==> src/rtl/uart_cfg_pkg.sv <==
`default_nettype none
// ============================================================================
//  Module      : uart_cfg_pkg
//  Description : Shared constants for the UART configuration sequencer:
//                commit FSM state encoding and register map addresses.
//  Revision    : 1.0 - initial release
// ============================================================================
package uart_cfg_pkg;

    // Commit FSM state encoding (explicit 2-bit width)
    typedef enum logic [1:0] {
        CS_IDLE      = 2'd0,
        CS_WAIT_IDLE = 2'd1,
        CS_COMMIT    = 2'd2
    } cmt_state_e;

    // Register map
    localparam int CTRL_ADDR   = 0;
    localparam int BAUD_ADDR   = 1;
    localparam int STATUS_ADDR = 2;

endpackage
`default_nettype wire

==> src/rtl/uart_rr_arb2.sv <==
`default_nettype none
// ============================================================================
//  Module      : uart_rr_arb2
//  Description : Two-way round-robin arbiter. Grants are combinational from
//                the valids and the priority pointer; the pointer moves only
//                when a grant is actually taken.
//  Revision    : 1.0 - initial release
// ============================================================================
module uart_rr_arb2 (
    input  logic clk,
    input  logic rst_n,
    input  logic valid0,
    input  logic valid1,
    input  logic accept,
    output logic grant0,
    output logic grant1
);

    // 0: requester 0 wins a tie, 1: requester 1 wins a tie
    logic r_prio;
    logic w_win0;
    logic w_win1;

    // Tie goes to whoever was not served last; a lone requester always wins
    always_comb begin
        w_win0 = valid0 && (!valid1 || !r_prio);
        w_win1 = valid1 && (!valid0 ||  r_prio);
    end

    // Grants are held off while reset is asserted so nothing is accepted
    assign grant0 = w_win0 && rst_n;
    assign grant1 = w_win1 && rst_n;

    // Pointer favours the loser of the last accepted transfer
    always_ff @(posedge clk or negedge rst_n) begin
        if (!rst_n) begin
            r_prio <= 1'b0;
        end else if (accept) begin
            r_prio <= w_win0;
        end
    end

endmodule
`default_nettype wire

==> src/rtl/uart_cfg_sequencer.sv <==
`default_nettype none
// ============================================================================
//  Module      : uart_cfg_sequencer
//  Description : Arbitrates two register-write requesters onto one write
//                port and, after a BAUD register write, waits for the UART
//                to be quiet for IDLE_CYCLES cycles before pulsing update_ok
//                (shadow-to-active commit). Gives up after TIMEOUT cycles.
//  Revision    : 1.0 - initial release
// ============================================================================
module uart_cfg_sequencer
    import uart_cfg_pkg::*;
#(
    parameter  int DATA_WIDTH  = 16,
    parameter  int N_Reg       = 4,
    parameter  int IDLE_CYCLES = 4,
    parameter  int TIMEOUT     = 1024,
    localparam int AW          = $clog2(N_Reg) + 1
) (
    input  logic                  clk,
    input  logic                  rst_n,

    input  logic                  req0_valid,
    output logic                  req0_ready,
    input  logic [AW-1:0]         req0_addr,
    input  logic [DATA_WIDTH-1:0] req0_data,

    input  logic                  req1_valid,
    output logic                  req1_ready,
    input  logic [AW-1:0]         req1_addr,
    input  logic [DATA_WIDTH-1:0] req1_data,

    output logic                  wr_en,
    output logic [AW-1:0]         wr_addr,
    output logic [DATA_WIDTH-1:0] wr_data,

    input  logic                  uart_busy,
    output logic                  update_ok,
    output logic                  commit_pending,
    output logic                  commit_timeout
);

    localparam logic [1:0] ST_IDLE      = CS_IDLE;
    localparam logic [1:0] ST_WAIT_IDLE = CS_WAIT_IDLE;
    localparam logic [1:0] ST_COMMIT    = CS_COMMIT;

    localparam int IW = $clog2(IDLE_CYCLES) + 1;
    localparam int TW = $clog2(TIMEOUT) + 1;

    localparam logic [IW-1:0] C_IDLE_LIMIT = IW'(IDLE_CYCLES);
    localparam logic [TW-1:0] C_TO_LIMIT   = TW'(TIMEOUT);
    localparam logic [AW-1:0] C_BAUD       = AW'(BAUD_ADDR);

    logic          w_accept;
    logic          w_baud_wr;
    logic [IW-1:0] w_idle_inc;
    logic [TW-1:0] w_to_inc;

    logic [1:0]    r_state;
    logic [IW-1:0] r_idle_cnt;
    logic [TW-1:0] r_to_cnt;
    logic          r_timeout;

    logic [1:0]    w_state_nxt;
    logic [IW-1:0] w_idle_nxt;
    logic [TW-1:0] w_to_nxt;
    logic          w_timeout_nxt;

    uart_rr_arb2 u_arb (
        .clk    (clk),
        .rst_n  (rst_n),
        .valid0 (req0_valid),
        .valid1 (req1_valid),
        .accept (w_accept),
        .grant0 (req0_ready),
        .grant1 (req1_ready)
    );

    assign w_accept = (req0_valid && req0_ready) || (req1_valid && req1_ready);

    // Register the accepted request onto the write port; hold addr/data when idle
    always_ff @(posedge clk or negedge rst_n) begin
        if (!rst_n) begin
            wr_en   <= 1'b0;
            wr_addr <= '0;
            wr_data <= '0;
        end else begin
            wr_en <= w_accept;
            if (w_accept) begin
                wr_addr <= req1_ready ? req1_addr : req0_addr;
                wr_data <= req1_ready ? req1_data : req0_data;
            end
        end
    end

    // Out-of-range addresses never match BAUD, so they leave the FSM alone
    assign w_baud_wr = wr_en && (wr_addr == C_BAUD);

    // Saturating increments: quiet-run counter resets whenever the UART is busy
    always_comb begin
        if (uart_busy) begin
            w_idle_inc = '0;
        end else if (r_idle_cnt == '1) begin
            w_idle_inc = r_idle_cnt;
        end else begin
            w_idle_inc = r_idle_cnt + 1'b1;
        end
        w_to_inc = (r_to_cnt == '1) ? r_to_cnt : r_to_cnt + 1'b1;
    end

    // Commit sequencing; a fresh BAUD write always restarts the wait
    always_comb begin
        w_state_nxt   = r_state;
        w_idle_nxt    = r_idle_cnt;
        w_to_nxt      = r_to_cnt;
        w_timeout_nxt = r_timeout;
        case (r_state)
            ST_IDLE: begin
                if (w_baud_wr) begin
                    w_state_nxt   = ST_WAIT_IDLE;
                    w_idle_nxt    = '0;
                    w_to_nxt      = '0;
                    w_timeout_nxt = 1'b0;
                end
            end
            ST_WAIT_IDLE: begin
                if (w_baud_wr) begin
                    w_idle_nxt = '0;
                    w_to_nxt   = '0;
                end else begin
                    w_idle_nxt = w_idle_inc;
                    w_to_nxt   = w_to_inc;
                    // Quiet-run completion beats a simultaneous timeout
                    if (w_idle_inc == C_IDLE_LIMIT) begin
                        w_state_nxt = ST_COMMIT;
                    end else if (w_to_inc == C_TO_LIMIT) begin
                        w_state_nxt   = ST_IDLE;
                        w_timeout_nxt = 1'b1;
                    end
                end
            end
            ST_COMMIT: begin
                w_idle_nxt = '0;
                w_to_nxt   = '0;
                w_state_nxt = w_baud_wr ? ST_WAIT_IDLE : ST_IDLE;
            end
            default: begin
                w_state_nxt = ST_IDLE;
                w_idle_nxt  = '0;
                w_to_nxt    = '0;
            end
        endcase
    end

    // Commit FSM state and counters
    always_ff @(posedge clk or negedge rst_n) begin
        if (!rst_n) begin
            r_state    <= ST_IDLE;
            r_idle_cnt <= '0;
            r_to_cnt   <= '0;
            r_timeout  <= 1'b0;
        end else begin
            r_state    <= w_state_nxt;
            r_idle_cnt <= w_idle_nxt;
            r_to_cnt   <= w_to_nxt;
            r_timeout  <= w_timeout_nxt;
        end
    end

    assign update_ok      = (r_state == ST_COMMIT);
    assign commit_pending = (r_state != ST_IDLE);
    assign commit_timeout = r_timeout;

endmodule
`default_nettype wire
==> config.mk <==
export PLATFORM = sky130hd
export DESIGN_NAME = uart_cfg_sequencer
export DESIGN_NICKNAME = d
export VERILOG_FILES = /design/src/rtl/uart_cfg_pkg.sv /design/src/rtl/uart_rr_arb2.sv /design/src/rtl/uart_cfg_sequencer.sv
export SDC_FILE = /design/constraint.sdc
export NUM_CORES = 1
export LEC_CHECK = 0
export ABC_AREA = 0
export CAP_MARGIN = 20
export CORE_MARGIN = 10
export CORE_UTILIZATION = 45
export CTS_CLUSTER_SIZE = 24
export DETAILED_ROUTE_END_ITERATION = 10
export HOLD_SLACK_MARGIN = 0.12
export PLACE_DENSITY = 0.79
export SYNTH_ARGS = -nofsm -noshare
export SYNTH_HDL_FRONTEND = slang
export SYNTH_SLANG_ARGS = --single-unit
export TNS_END_PERCENT = 20
==> constraint.sdc <==
create_clock -name clk -period 2.3 [get_ports clk]
set_input_delay 0.69 -clock clk [delete_from_list [all_inputs] [get_ports clk]]
set_output_delay 0.69 -clock clk [all_outputs]
set_load 0.05 [all_outputs]
Word level (Yosys, flattened, before mapping)
Cells that the tools add are included.
{ "totals": {"regBits": 38, "in_bits": 43, "output_inout_bits": 25} }
{ "op_classes": {"n_addsub": 2, "eq_ne": 12, "n_mux": 22, "n_reduce_logical": 18} }
{ "op_table": {"columns": ["operator", "count"], "rows": [
  ["11-bit 2-to-1 mux", 3],
  ["11-bit == test (second input constant)", 2],
  ["11-bit case mux with 2 select lines", 1],
  ["16-bit 2-to-1 mux", 1],
  ["3-bit 2-to-1 mux", 5],
  ["11-bit by 1-bit adder with 11-bit output (second input constant)", 1],
  ["2-bit 2-to-1 mux", 4],
  ["2-bit != test (second input constant)", 4],
  ["1-bit logical AND", 7],
  ["3-bit == test (second input constant)", 2],
  ["2-bit case mux with 3 select lines", 1],
  ["3-bit case mux with 2 select lines", 1],
  ["1-bit 2-to-1 mux", 5],
  ["5-bit AND reduction", 1],
  ["2-bit nonzero test", 2],
  ["3-bit by 1-bit adder with 3-bit output (second input constant)", 1],
  ["3-bit by 1-bit == test with 1-bit output (second input constant)", 1],
  ["1-bit zero test", 3],
  ["1-bit logical OR", 3],
  ["3-bit != test (second input constant)", 1],
  ["3-bit AND reduction", 1],
  ["2-bit by 1-bit == test with 1-bit output (second input constant)", 1],
  ["2-bit == test (second input constant)", 1],
  ["2-bit zero test", 1],
  ["1-bit case mux with 2 select lines", 1]
]} }

Logic depth before layout (Yosys ltp)
{ "logic_depth": {"ltp_word": 7, "mapped_depth": 6, "ltp_nobuf": 6} }

By module
A second synthesis with hierarchy kept.
{ "hier_totals": {"hier_cells": 222, "area_unflattened_um2": 2149.6} }
{ "modules_own_cells": {"columns": ["mod", "n_inst", "cells_each", "area_per_inst_um2", "seq_area_each_um2"], "rows": [
  ["uart_cfg_sequencer", 1, 213, 2077.0, 925.9],
  ["uart_rr_arb2", 1, 9, 72.6, 25.0]
]} }

Worst setup path before layout
Ideal clock, no wire load.
{ "synth_timing": {"kind": "input port to output port", "from": "input port rst_n", "to": "output port req0_ready", "arrival_time_ns": 1.502, "t_required_ns": 1.610, "slack_ns": 0.108, "stages": 2, "cell_sequence": "nand2_1 -> a21oi_1"} }
{ "synth_between": {"elab_chain_cells": 1} }
{ "synth_lines": {"columns": ["element", "line_no", "text"], "rows": [
  ["start, declared", "uart_cfg_sequencer.sv:20", "input logic rst_n,"],
  ["1-bit logical AND", "uart_rr_arb2.sv:31", "assign grant0 = w_win0 && rst_n;"],
  ["end, declared", "uart_cfg_sequencer.sv:23", "output logic req0_ready,"]
]} }
No other way between the ends.

Worst setup path after layout
{ "layout_timing": {"from": "input port req0_valid", "to": "output port req1_ready"} }
{ "layout_between": {"elab_chain_cells": 4} }
{ "layout_lines": {"columns": ["element", "line_no", "text"], "rows": [
  ["start, declared", "uart_cfg_sequencer.sv:22", "input logic req0_valid,"],
  ["1-bit zero test", "uart_rr_arb2.sv:27", "w_win1 = valid1 && (!valid0 || r_prio);"],
  ["1-bit logical OR", "uart_rr_arb2.sv:27", null],
  ["1-bit logical AND", "uart_rr_arb2.sv:27", null],
  ["1-bit logical AND", "uart_rr_arb2.sv:32", "assign grant1 = w_win1 && rst_n;"],
  ["end, declared", "uart_cfg_sequencer.sv:28", "output logic req1_ready,"]
]} }
No other way between the ends.

==> results.toml <==
[synth]
synth_adder_area_share_pct = 1.24
largest_family_of_logic_cells_by_synthesized_area = "simple AND/OR/NAND/NOR gates"
yosysTopAreaCellShare_pct = 47.2
share_of_synthesized_area_occupied_by_flip_flops_and_latches_pct = 47.2
synth_async_sr_flop_share_pct = 100
synth.net_count = 260
yosysUniqueCellTypes = 40
synth_xor_xnor_area_share_pct = 2.18
synth_top_cell_by_area = "sky130_fd_sc_hd__dfrtp_1"
cells_after_synthesis = 215
yosys_most_used_dff = "sky130_fd_sc_hd__dfrtp_1"
simple_logic_cell_fraction_of_the_synthesized_area_pct = 19.3
synth.top_cells.by_area = "sky130_fd_sc_hd__dfrtp_1 (47%), sky130_fd_sc_hd__mux2i_1 (11%), sky130_fd_sc_hd__nand2_1 (6.7%)"
synth-compound-area-share_pct = 15.8
syn-cell-area_sq_um = 2010
synth_area_per_cell_sq_um = 9.36
synthMuxAreaShare_pct = 10.9
ffs_latches_synth = 38
number_of_synthesized_flops_with_an_enable_pin = 0
synth_warnings = 0

[grt]
via_count_of_the_first_global_routing_pass = 1904
met1_usage_pct = 16.6
final_global_route_overflow_total = 0
gr-usage-met3_pct = 9.74
groute.usage.overall_pct = 14.7
grt_first_pass_wirelength_microns = 8990
grt_max_degree = 40
grtUsageMet2_pct = 21.3
grt_busiest_layer = "met2"
antenna_violations_before_repair = 0

[finish]
finish.utilization_pct = 68.5
antenna_diode_count = 0
finalInstanceArea_sq_um = 2980
nFillCells = 327
finalNetCount = 332
final_layout_size_suffix_gt1_share_pct = 11.1
area.growth.synth_to_final_pct = 48.1

[sta]
period_share_pct = 98.2
rsz0062_at_grt = "false"
finalMaxSlewViolations = 0
fin_worst_skew_ps = 5.92
worst_slew_pin_slew_ps = 535
slew-limit-headroom_pct = 64.2
timing.final.hold_violations = 0
timing.final.crit_period_ps = 2260
setup_viol = 0
max_freq_ghz = 0.443

[critical_path]
setup.worst_path.class = "input port to output pin"
regToRegStartpoint = "r_to_cnt[0]$_DFFE_PN0P_"
worstPathRequired_ps = 1610
worstReg2RegEnd = "commit_timeout$_DFFE_PN0P_"
capturing_element_type_of_the_critical_path = "output pin"
r2r_slack_ps = 260
critPathLaunchType = "input port"
r2r.worst_path.cells = 5
crit_start = "req0_valid"
crit_arrival_ps = 1570
crit_path_max_fo = 2

[clock_tree]
tritoncts_num_sinks = 38
clockBufferDepth = 2
clock_latency_ps = 290
cts_hold_repair.buffers = 0
cts.htree.levels = 2
clkTransAtPathRegs_ps = 80
clock_tree_from_tritoncts = "done"
clockRootBuffer = "sky130_fd_sc_hd__clkbuf_8"
cts_inserted_buffers = 5

[run_status]
status = "finished, final reports clean"

[hold_path]
min_path_type = "flop to flop"
holdCritStartpoint = "wr_data[4]$_DFFE_PN0P_"
timing.hold.worst_endpoint = "wr_data[4]$_DFFE_PN0P_"
min_delay_path_depth = 2

[routing]
postRouteWirelength_microns = 5150
number_of_optimization_iterations_in_the_first_detailed_route_pass = 4
route.detailed.drc = 0
via_per_inst = 5.19
route.vias.total = 1763
ant_nets = 0
detailedRoute.firstIterationViolations = 75
avgRoutedWirePerCell_microns = 15.2

[floorplan]
chipWidth_microns = 86.9
boundaryPins = 68
die_height_microns = 86.9
initial_core_util_pct = 46.2
die_area_sq_um = 7550
count_of_standard_cell_rows = 24
coreArea_sq_um = 4350

[power]
irDropWorstVdd_mv = 0.367
power_density_nw_per_um2 = 910
p_leak_uw = 0.00124

[placement]
detailed_place.area_sq_um = 2820
portBuffers = 67
routabilityCongestion = 0.888
hpwl_microns = 3850

[flow_run]
cap_viol_max_count = 0
## report_power, final
| group | internal (uW) | leakage [uW] | switching [uW] |
|---|---|---|---|
| clock | 463 | 0.0000714 | 240 |
| sequential | 806 | 0.000480 | 142 |
| combinational | 455 | 0.000686 | 608 |
## per-layer routing
layer | vias to the layer above | part of all wire (%)
met4 | 0 | 1.4
met1 | 799 | 42
met2 | 55 | 43
li1 | 904 | -
met3 | 5 | 14
met5 | - | 0
## cell type report
type	count	area [sq um]	share of cell area, %
flip-flops and latches	38	951	31.9
repair buffers	76	786	26.4
clock buffers	6	82.6	2.77
clock inverters	2	60.1	2.01
well taps	52	65.1	2.18
inverters	5	18.8	0.629
multi-input cells	161	1020	34.2
## critical path, cell delays in order
cell                              delay (ps)
sky130_fd_sc_hd__clkdlybuf4s50_1         420
sky130_fd_sc_hd__buf_4                   150
sky130_fd_sc_hd__a21oi_4                 150
sky130_fd_sc_hd__buf_12                  150
## cells by family after synthesis
logic type               after synthesis
XOR/XNOR                               5
AND/OR/NAND/NOR                       82
multiplexers                          22
AO/OA/AOI/OAI                         50
buffers and inverters                 16
adder cells (fa/ha/maj)                2
flip-flops                            38
## flip-flops by register name (all words and copies together) (netlist names)
name            flops
wr_data            16
r_to_cnt           11
r_idle_cnt          3
wr_addr             3
r_state             2
commit_timeout      1
u_arb.r_prio        1
wr_en               1
## cells in the mapped netlist, types with 2 or more instances
cell type / number
sky130_fd_sc_hd__nor3b_1: 2
sky130_fd_sc_hd__a21oi_1: 10
sky130_fd_sc_hd__buf_2: 4
sky130_fd_sc_hd__and2_1: 2
sky130_fd_sc_hd__mux2i_1: 22
sky130_fd_sc_hd__nand2_1: 36
sky130_fd_sc_hd__nor2_1: 15
sky130_fd_sc_hd__nand4_1: 2
sky130_fd_sc_hd__nand3_1: 6
sky130_fd_sc_hd__inv_1: 3
sky130_fd_sc_hd__nor4_1: 3
sky130_fd_sc_hd__nand2b_1: 2
sky130_fd_sc_hd__xor2_1: 2
sky130_fd_sc_hd__nor3_1: 5
sky130_fd_sc_hd__o21ai_1: 23
sky130_fd_sc_hd__inv_2: 2
sky130_fd_sc_hd__clkbuf_1: 7
sky130_fd_sc_hd__dfrtp_1: 38
sky130_fd_sc_hd__nor2b_1: 2
sky130_fd_sc_hd__o21ai_0: 4
sky130_fd_sc_hd__xnor2_1: 3
sky130_fd_sc_hd__or3_1: 2
sky130_fd_sc_hd__o32a_1: 2
sky130_fd_sc_hd__ha_1: 2
## worst max-delay path by stage
stage / to / cells past startpoint / slack, ps
6_report: req1_ready / 4 / 40
5_1_grt: req0_ready / 4 / 2
4_1_cts: req0_ready / 4 / -20
3_5_place_dp: req0_ready / 4 / -20
3_3_place_gp: req1_ready / 4 / -20
2_1_floorplan: req0_ready / 2 / 110
## per-stage QoR
step | total power (uW) | instances | setup TNS, ps | hold slack, ps | worst slack, ps
2_1_floorplan | 1630 | 215 | 0 | 394 | 108
3_3_place_gp | 2000 | 332 | -23.2 | 466 | -17.4
3_5_place_dp | 2020 | 332 | -30.2 | 475 | -15.9
4_1_cts | 2740 | 340 | -24.3 | 492 | -22.0
5_1_grt | 2890 | 340 | 0 | 511 | 1.92
6_report | 2710 | 340 | 0 | 488 | 41.1
## placed cells by master (no fill, tap or decap), types with 2 or more instances in the layout
master / n
sky130_fd_sc_hd__xnor2_1: 3
sky130_fd_sc_hd__o21ai_1: 22
sky130_fd_sc_hd__nor3_1: 5
sky130_fd_sc_hd__clkbuf_8: 6
sky130_fd_sc_hd__inv_1: 3
sky130_fd_sc_hd__mux2i_1: 22
sky130_fd_sc_hd__dfrtp_1: 38
sky130_fd_sc_hd__nor2b_1: 2
sky130_fd_sc_hd__nand2b_1: 2
sky130_fd_sc_hd__bufinv_16: 2
sky130_fd_sc_hd__buf_4: 9
sky130_fd_sc_hd__a21oi_1: 8
sky130_fd_sc_hd__ha_1: 2
sky130_fd_sc_hd__and2_1: 2
sky130_fd_sc_hd__o32a_1: 2
sky130_fd_sc_hd__nand2_1: 35
sky130_fd_sc_hd__or3_1: 2
sky130_fd_sc_hd__nor3b_1: 2
sky130_fd_sc_hd__o21ai_0: 4
sky130_fd_sc_hd__inv_2: 2
sky130_fd_sc_hd__clkdlybuf4s50_1: 60
sky130_fd_sc_hd__nand4_1: 2
sky130_fd_sc_hd__nand3_1: 6
sky130_fd_sc_hd__nor2_1: 15
sky130_fd_sc_hd__xor2_1: 2
sky130_fd_sc_hd__nor4_1: 3
sky130_fd_sc_hd__buf_12: 5
## what timing repair did
action,in CTS,in global routing
setup buffers,0,0
setup endpoints to repair,2,2
gates resized for setup,1,3
pin swaps,0,1
cloned,0,0
Note: power is estimated with default switching activity, not from simulation.
